**config.mk**
```make
export PLATFORM = sky130hd
export DESIGN_NAME = ring_nic
export DESIGN_NICKNAME = d
export VERILOG_FILES = /design/src/rtl/ring_nic.sv
export SDC_FILE = /design/constraint.sdc
export NUM_CORES = 1
export LEC_CHECK = 0
export CAP_MARGIN = 5
export CORE_MARGIN = 2
export CORE_UTILIZATION = 37
export CTS_CLUSTER_DIAMETER = 30
export DETAILED_ROUTE_END_ITERATION = 7
export HOLD_SLACK_MARGIN = 0.02
export PLACE_DENSITY_LB_ADDON = 0.12
export SLEW_MARGIN = 20
export SYNTH_ARGS = -nofsm -noshare
export SYNTH_HDL_FRONTEND = slang
export SYNTH_SLANG_ARGS = --single-unit
```
**constraint.sdc**
```tcl
create_clock -name clk -period 1.8 [get_ports clk]
set_input_delay 0.36 -clock clk [delete_from_list [all_inputs] [get_ports clk]]
set_output_delay 0.36 -clock clk [all_outputs]
set_load 0.01 [all_outputs]
```
**src/rtl/ring_nic.sv**
```systemverilog
// ring_nic: NIC between a CMP node's processor port and its ring router PE port.
// One-entry input and output channel buffers; injection is gated by the VC bit against ring polarity.
module ring_nic #(
  parameter int DATA_WIDTH = 64,
  parameter int ADDR_WIDTH = 2
) (
  input  logic                  clk,
  input  logic                  reset,
  input  logic [ADDR_WIDTH-1:0] addr,
  input  logic [0:DATA_WIDTH-1] d_in,
  output logic [0:DATA_WIDTH-1] d_out,
  input  logic                  nicEn,
  input  logic                  nicWrEn,
  input  logic                  net_si,
  output logic                  net_ri,
  input  logic [0:DATA_WIDTH-1] net_di,
  output logic                  net_so,
  input  logic                  net_ro,
  output logic [0:DATA_WIDTH-1] net_do,
  input  logic                  net_polarity
);

  localparam logic [ADDR_WIDTH-1:0] A_IN_BUF   = ADDR_WIDTH'(2'd0);
  localparam logic [ADDR_WIDTH-1:0] A_IN_STAT  = ADDR_WIDTH'(2'd1);
  localparam logic [ADDR_WIDTH-1:0] A_OUT_BUF  = ADDR_WIDTH'(2'd2);
  localparam logic [ADDR_WIDTH-1:0] A_OUT_STAT = ADDR_WIDTH'(2'd3);

  logic [0:DATA_WIDTH-1] r_in_buf;
  logic                  r_in_full;
  logic [0:DATA_WIDTH-1] r_out_buf;
  logic                  r_out_full;

  logic                  w_rd;
  logic                  w_wr;
  logic                  w_ring_take;
  logic                  w_in_pop;
  logic                  w_out_push;
  logic                  w_vc_match;
  logic                  w_net_so;
  logic                  w_net_ri;
  logic [0:DATA_WIDTH-1] w_in_status;
  logic [0:DATA_WIDTH-1] w_out_status;

  // Status flags land in bit DATA_WIDTH-1, the LSB under MSB-first numbering.
  assign w_in_status  = {{(DATA_WIDTH-1){1'b0}}, r_in_full};
  assign w_out_status = {{(DATA_WIDTH-1){1'b0}}, r_out_full};

  assign w_rd        = nicEn & ~nicWrEn & ~reset;
  assign w_wr        = nicEn &  nicWrEn & ~reset;
  assign w_net_ri    = ~reset & ~r_in_full;
  assign w_ring_take = net_si & w_net_ri;
  assign w_in_pop    = w_rd & (addr == A_IN_BUF) & r_in_full;
  // A write racing a drain sees the pre-drain full flag and is dropped.
  assign w_out_push  = w_wr & (addr == A_OUT_BUF) & ~r_out_full;
  assign w_vc_match  = (r_out_buf[0] == net_polarity);
  assign w_net_so    = ~reset & r_out_full & net_ro & w_vc_match;

  assign net_ri = w_net_ri;
  assign net_so = w_net_so;
  assign net_do = r_out_buf;

  // Processor read mux; zero when idle, writing or in reset.
  always_comb begin
    d_out = {DATA_WIDTH{1'b0}};
    if (w_rd) begin
      case (addr)
        A_IN_BUF:   d_out = r_in_buf;
        A_IN_STAT:  d_out = w_in_status;
        A_OUT_BUF:  d_out = r_out_buf;
        A_OUT_STAT: d_out = w_out_status;
        default:    d_out = {DATA_WIDTH{1'b0}};
      endcase
    end else begin
      d_out = {DATA_WIDTH{1'b0}};
    end
  end

  // Input channel: ring capture and processor pop are mutually exclusive on the full flag.
  always_ff @(posedge clk) begin
    if (reset) begin
      r_in_buf  <= {DATA_WIDTH{1'b0}};
      r_in_full <= 1'b0;
    end else if (w_ring_take) begin
      r_in_buf  <= net_di;
      r_in_full <= 1'b1;
    end else if (w_in_pop) begin
      r_in_full <= 1'b0;
    end
  end

  // Output channel: ring drain and processor push are mutually exclusive on the full flag.
  always_ff @(posedge clk) begin
    if (reset) begin
      r_out_buf  <= {DATA_WIDTH{1'b0}};
      r_out_full <= 1'b0;
    end else if (w_net_so) begin
      r_out_full <= 1'b0;
    end else if (w_out_push) begin
      r_out_buf  <= d_in;
      r_out_full <= 1'b1;
    end
  end

endmodule

```
# Word-level counts from Yosys, hierarchy flattened
# Cells that the tools add are included.
# totals
reg_bits	130
input_bits	137
output_inout_bits	130
wordCells	34
# op_classes
eq_ne	4
n_mux	4
n_bitwise	18
n_reduce_logical	4
# ops
operator	n
one-hot mux 64 bit (4 select lines)	1
two-way mux 64 bit	1
bitwise AND 1 bit	13
inverter 1 bit	5
== test 2 bit (second input constant)	2
== test 2 x 1 -> 1 bit (second input constant)	1
zero test 2 bit	1
two-way mux 1 bit	2
AND reduction 2 bit	1
nonzero test 2 bit	1
OR reduction 2 bit	1
== test 1 bit	1

# Logic depth before layout (Yosys ltp)
# logic_depth
word_depth	7
ltp_mapped	7
depth_no_buf	3

# Worst setup path before layout
# No wires, ideal clock.
# synth_path
path_kind	in2out
startpoint	in reset
endpoint	out d_out[10] in the netlist's numbering
t_arrival_ns	1.588
required_ns	1.440
path_slack_ns	-0.148
cell_stages	5
n_path_buf	2
path_cell_list	buf_6 or3b_4 nor3_4 buf_6 a22o_1
# synth_between
elab_chain_len	3
# synth_lines
element	line_no	source
start, declared	8	input logic reset,
inverter 1 bit	48	assign w_rd = nicEn & ~nicWrEn & ~reset;
bitwise AND 1 bit	48	
two-way mux 64 bit	65	if (w_rd) begin
end, declared	11	output logic [0:DATA_WIDTH-1] d_out,
# No other way between the ends.

# Final worst setup path
# layout_path
startpoint	in nicWrEn
endpoint	out d_out[45] in the netlist's numbering
# layout_between
elab_chain_len	4
# layout_lines
element	line_no	source
start, declared	13	input logic nicWrEn,
inverter 1 bit	48	
bitwise AND 1 bit (2 in series)	48	
two-way mux 64 bit	65	
# No other way between the ends.

==> results.toml <==
[timing]
finClkSkew_ns = 0.005891
period_share_pct = 119.3
setup_violations = 64
max_freq_mhz = 465.6
rsz0062_at_grt = "true"
relSlewSlack_pct = 58.69
hold_violations = 0
setup_ws_ns = -0.3480
drv_slew = 0
worstMarginPinSlew_ns = 0.6197
finalCriticalPeriod_ns = 2.148

[routing]
initialDrtViolationCount = 366
drt_wl_total_mm = 20.50
wire_per_inst_microns = 18.21
drtAntennaViolNets = 0
dr.pass1.iters = 5
num_vias = 5998
drc = 0
vias_per_cell = 5.327

[logic_synthesis]
syn_inst = 665
synthesis.area_sq_um = 5560
synth_compound_area_share_pct = 27.48
ys_warn_count = 0
synth_top_area_share_pct = 46.80
synth_top_area_cell = "dfxtp_1"
synth.area.top_cells = "dfxtp_1 (47%), o21ai_0 (12%), a22o_1 (9.9%), nand2b_1 (7.3%), a21oi_1 (5.8%)"
synth_seq_cells = 130
yosys.area_share.simple_pct = 19.10
synth_fp_nets = 802
synthMuxAreaShare_pct = 0.4050
ys_types = 24
yosysSeqAreaShare_pct = 46.80
avgSynthCellArea_sq_um = 8.361
synth_top_family_by_area = "compound AO/OA/AOI/OAI gates"
synthAdderAreaFrac_pct = 0
synth_xor_area_share_pct = 0.1575

[clock_tree]
cts.sinks = 130
cts_tree = "yes"
clkLatencyLatePin_ns = 0.41
cts_buffers = 17
hold_buffers = 0
cts_root_buffer = "clkbuf_16"
clockBufferDepth = 2
path_clk_slew_ns = 0.06
htreeDepth = 4

[finish]
layout-drive-gt1-share_pct = 16.58
nFillCells = 1228
synthToLayoutAreaGrowth_pct = 64.49
final_area_sq_um = 9146
fin_util_pct = 62.69
final_nets = 1067
final_cells = 1126

[power]
p_per_area_nw_per_um2 = 778.5
max-vdd-ir-drop_mv = 0.6541
total_leakage_power_nw = 3.471

[global_route]
grt_pass1_wl_mm = 31.29
antenna_found_initial = 1
grt_pass1_vias = 5823
grt_usage_pct = 24.84
grt-ovfl-total = 0
grt_max_degree = 66

[worst_setup_path]
path_buf_inv = 6
rrSetupSlack_ns = 0.33
slowest_stage = "or3b_4"
worst_ep_arrival_time_ns = 1.79
cp_top_family = "buffers and inverters"
critPathKind = "in2out"
slowest_delay_ns = 0.41
path_cells = "buf_6 > or3b_4 > nor3_4 > buf_6 > buf_12 > buf_12 > buf_12 > a22o_1 > buf_2"
worst_path_most_repeated_cell = "buf_12"
path_max_fanout = 4
required_ns = 1.44
end_kind = "primary output"
worst_setup_path_start_kind = "input pin"
cp_num_cells = 9
reg2reg_depth = 4

[floorplanning]
die_w_microns = 126.6
start_util_pct = 38.11
dieArea_sq_um = 16030
rows = 44
die_h_microns = 126.6
ioPinCount = 267
core_sq_um = 14590

[run]
maxCapViolations = 0

[place]
dpl_cell_area_sq_um = 8508
dp_cells = 1076
dpl_worst_slack_ns = -1.042
dp_hpwl_mm = 13.16
port_buffers = 266
gp_congestion = 0.8262

[hold_path]
hp-class = "in2reg"
holdPathStages = 3

[run_status]
status = "complete, but fails checks"
violations = "negative setup slack"
==> synth_stat cells, drive strengths merged <==
library cell  count
dfxtp           130
o21ai           128
nand2            66
nand2b           65
a21oi            64
nand3            64
a22o             63
clkbuf           43
buf              26
nor2              3
a211oi            2
nor2b             2
nor3              2
inv               1
mux4              1
nand4bb           1
nor3b             1
nor4bb            1
or3b              1
xor2              1
==> repair_timing <==
| action | CTS | global route |
|---|---|---|
| pin swaps | 21 | 13 |
| buffers inserted | 13 | 4 |
| gates resized for setup | 298 | 13 |
| setup endpoints to repair | 66 | 66 |
| gates cloned | 8 | 2 |
==> registers in the layout (all words and copies together) (netlist names) <==
register,cells
r_out_full,1
r_in_full,1
net_do,64
r_in_buf,64
==> where the power goes <==
group / switching [mW] / leakage, nW / internal [mW]
clock: 1.20 / 0.269 / 2.02
combinational: 0.339 / 2.14 / 0.473
sequential: 0.0831 / 1.06 / 3.00
==> cells by family after synthesis <==
kind of cell / Yosys count
AO/OA/AOI/OAI: 257
AND/OR/NAND/NOR: 206
flip-flops: 130
buffers and inverters: 70
XOR/XNOR: 1
multiplexers: 1
==> cell usage in the layout (no fill, tap or decap), types with 3 or more instances in the layout <==
master	netlist	layout
clkdlybuf4s50_1	0	194
o21ai_0	128	128
dfxtp_1	130	128
nand2_1	66	66
buf_2	17	65
nand2b_1	65	64
nand3_1	64	64
a21oi_1	64	64
a22o_1	63	63
clkbuf_16	0	19
buf_4	0	17
buf_12	0	17
buf_6	7	7
clkbuf_8	0	4
clkbuf_1	43	4
buf_16	0	4
buf_8	0	4
clkinv_2	0	3
==> through the flow <==
step | hold slack [ns] | power [mW] | setup TNS, ns
6_report | 0.3747 | 7.121 | -18.98
4_1_cts | 0.4664 | 7.173 | -21.17
5_1_grt | 0.3806 | 7.379 | -21.84
3_3_place_gp | 0.4610 | 3.903 | -89.83
2_1_floorplan | 0.4463 | 3.410 | -8.574
3_5_place_dp | 0.4669 | 3.916 | -94.87
==> layer usage <==
metal	track usage, %	up-vias	routed length (microns)
met5	0	-	0
met4	9.114	0	474
met3	7.001	36	1486
met2	40.99	257	10150
met1	31.00	2825	8395
li1	-	2880	-
==> final timing paths <==
path | start | endpoint
setup / recovery | nicWrEn | d_out[45]
hold / removal | reset | net_do[42]
setup reg to reg | r_in_full | r_in_buf[33]
hold reg to reg | r_in_buf[32] | r_in_buf[32]
==> area by class of cell <==
class | instances | area, sq um | area share [%]
diodes | 1 | 2.502 | 0.02736
clock buffers | 25 | 495.5 | 5.417
clock inverters | 5 | 52.55 | 0.5746
inverters | 1 | 3.754 | 0.04104
multi-input cells | 465 | 2666 | 29.15
flip-flops and latches | 130 | 2605 | 28.48
well taps | 184 | 230.2 | 2.517
repair buffers | 315 | 3090 | 33.79
==> worst reg2reg max path, stage by stage (launching register included) <==
cell	delay, ns
dfxtp_1	0.31
buf_4	0.14
nor3b_2	0.43
buf_12	0.30
o21ai_0	0.17
Power figures use the tool's default switching activity.
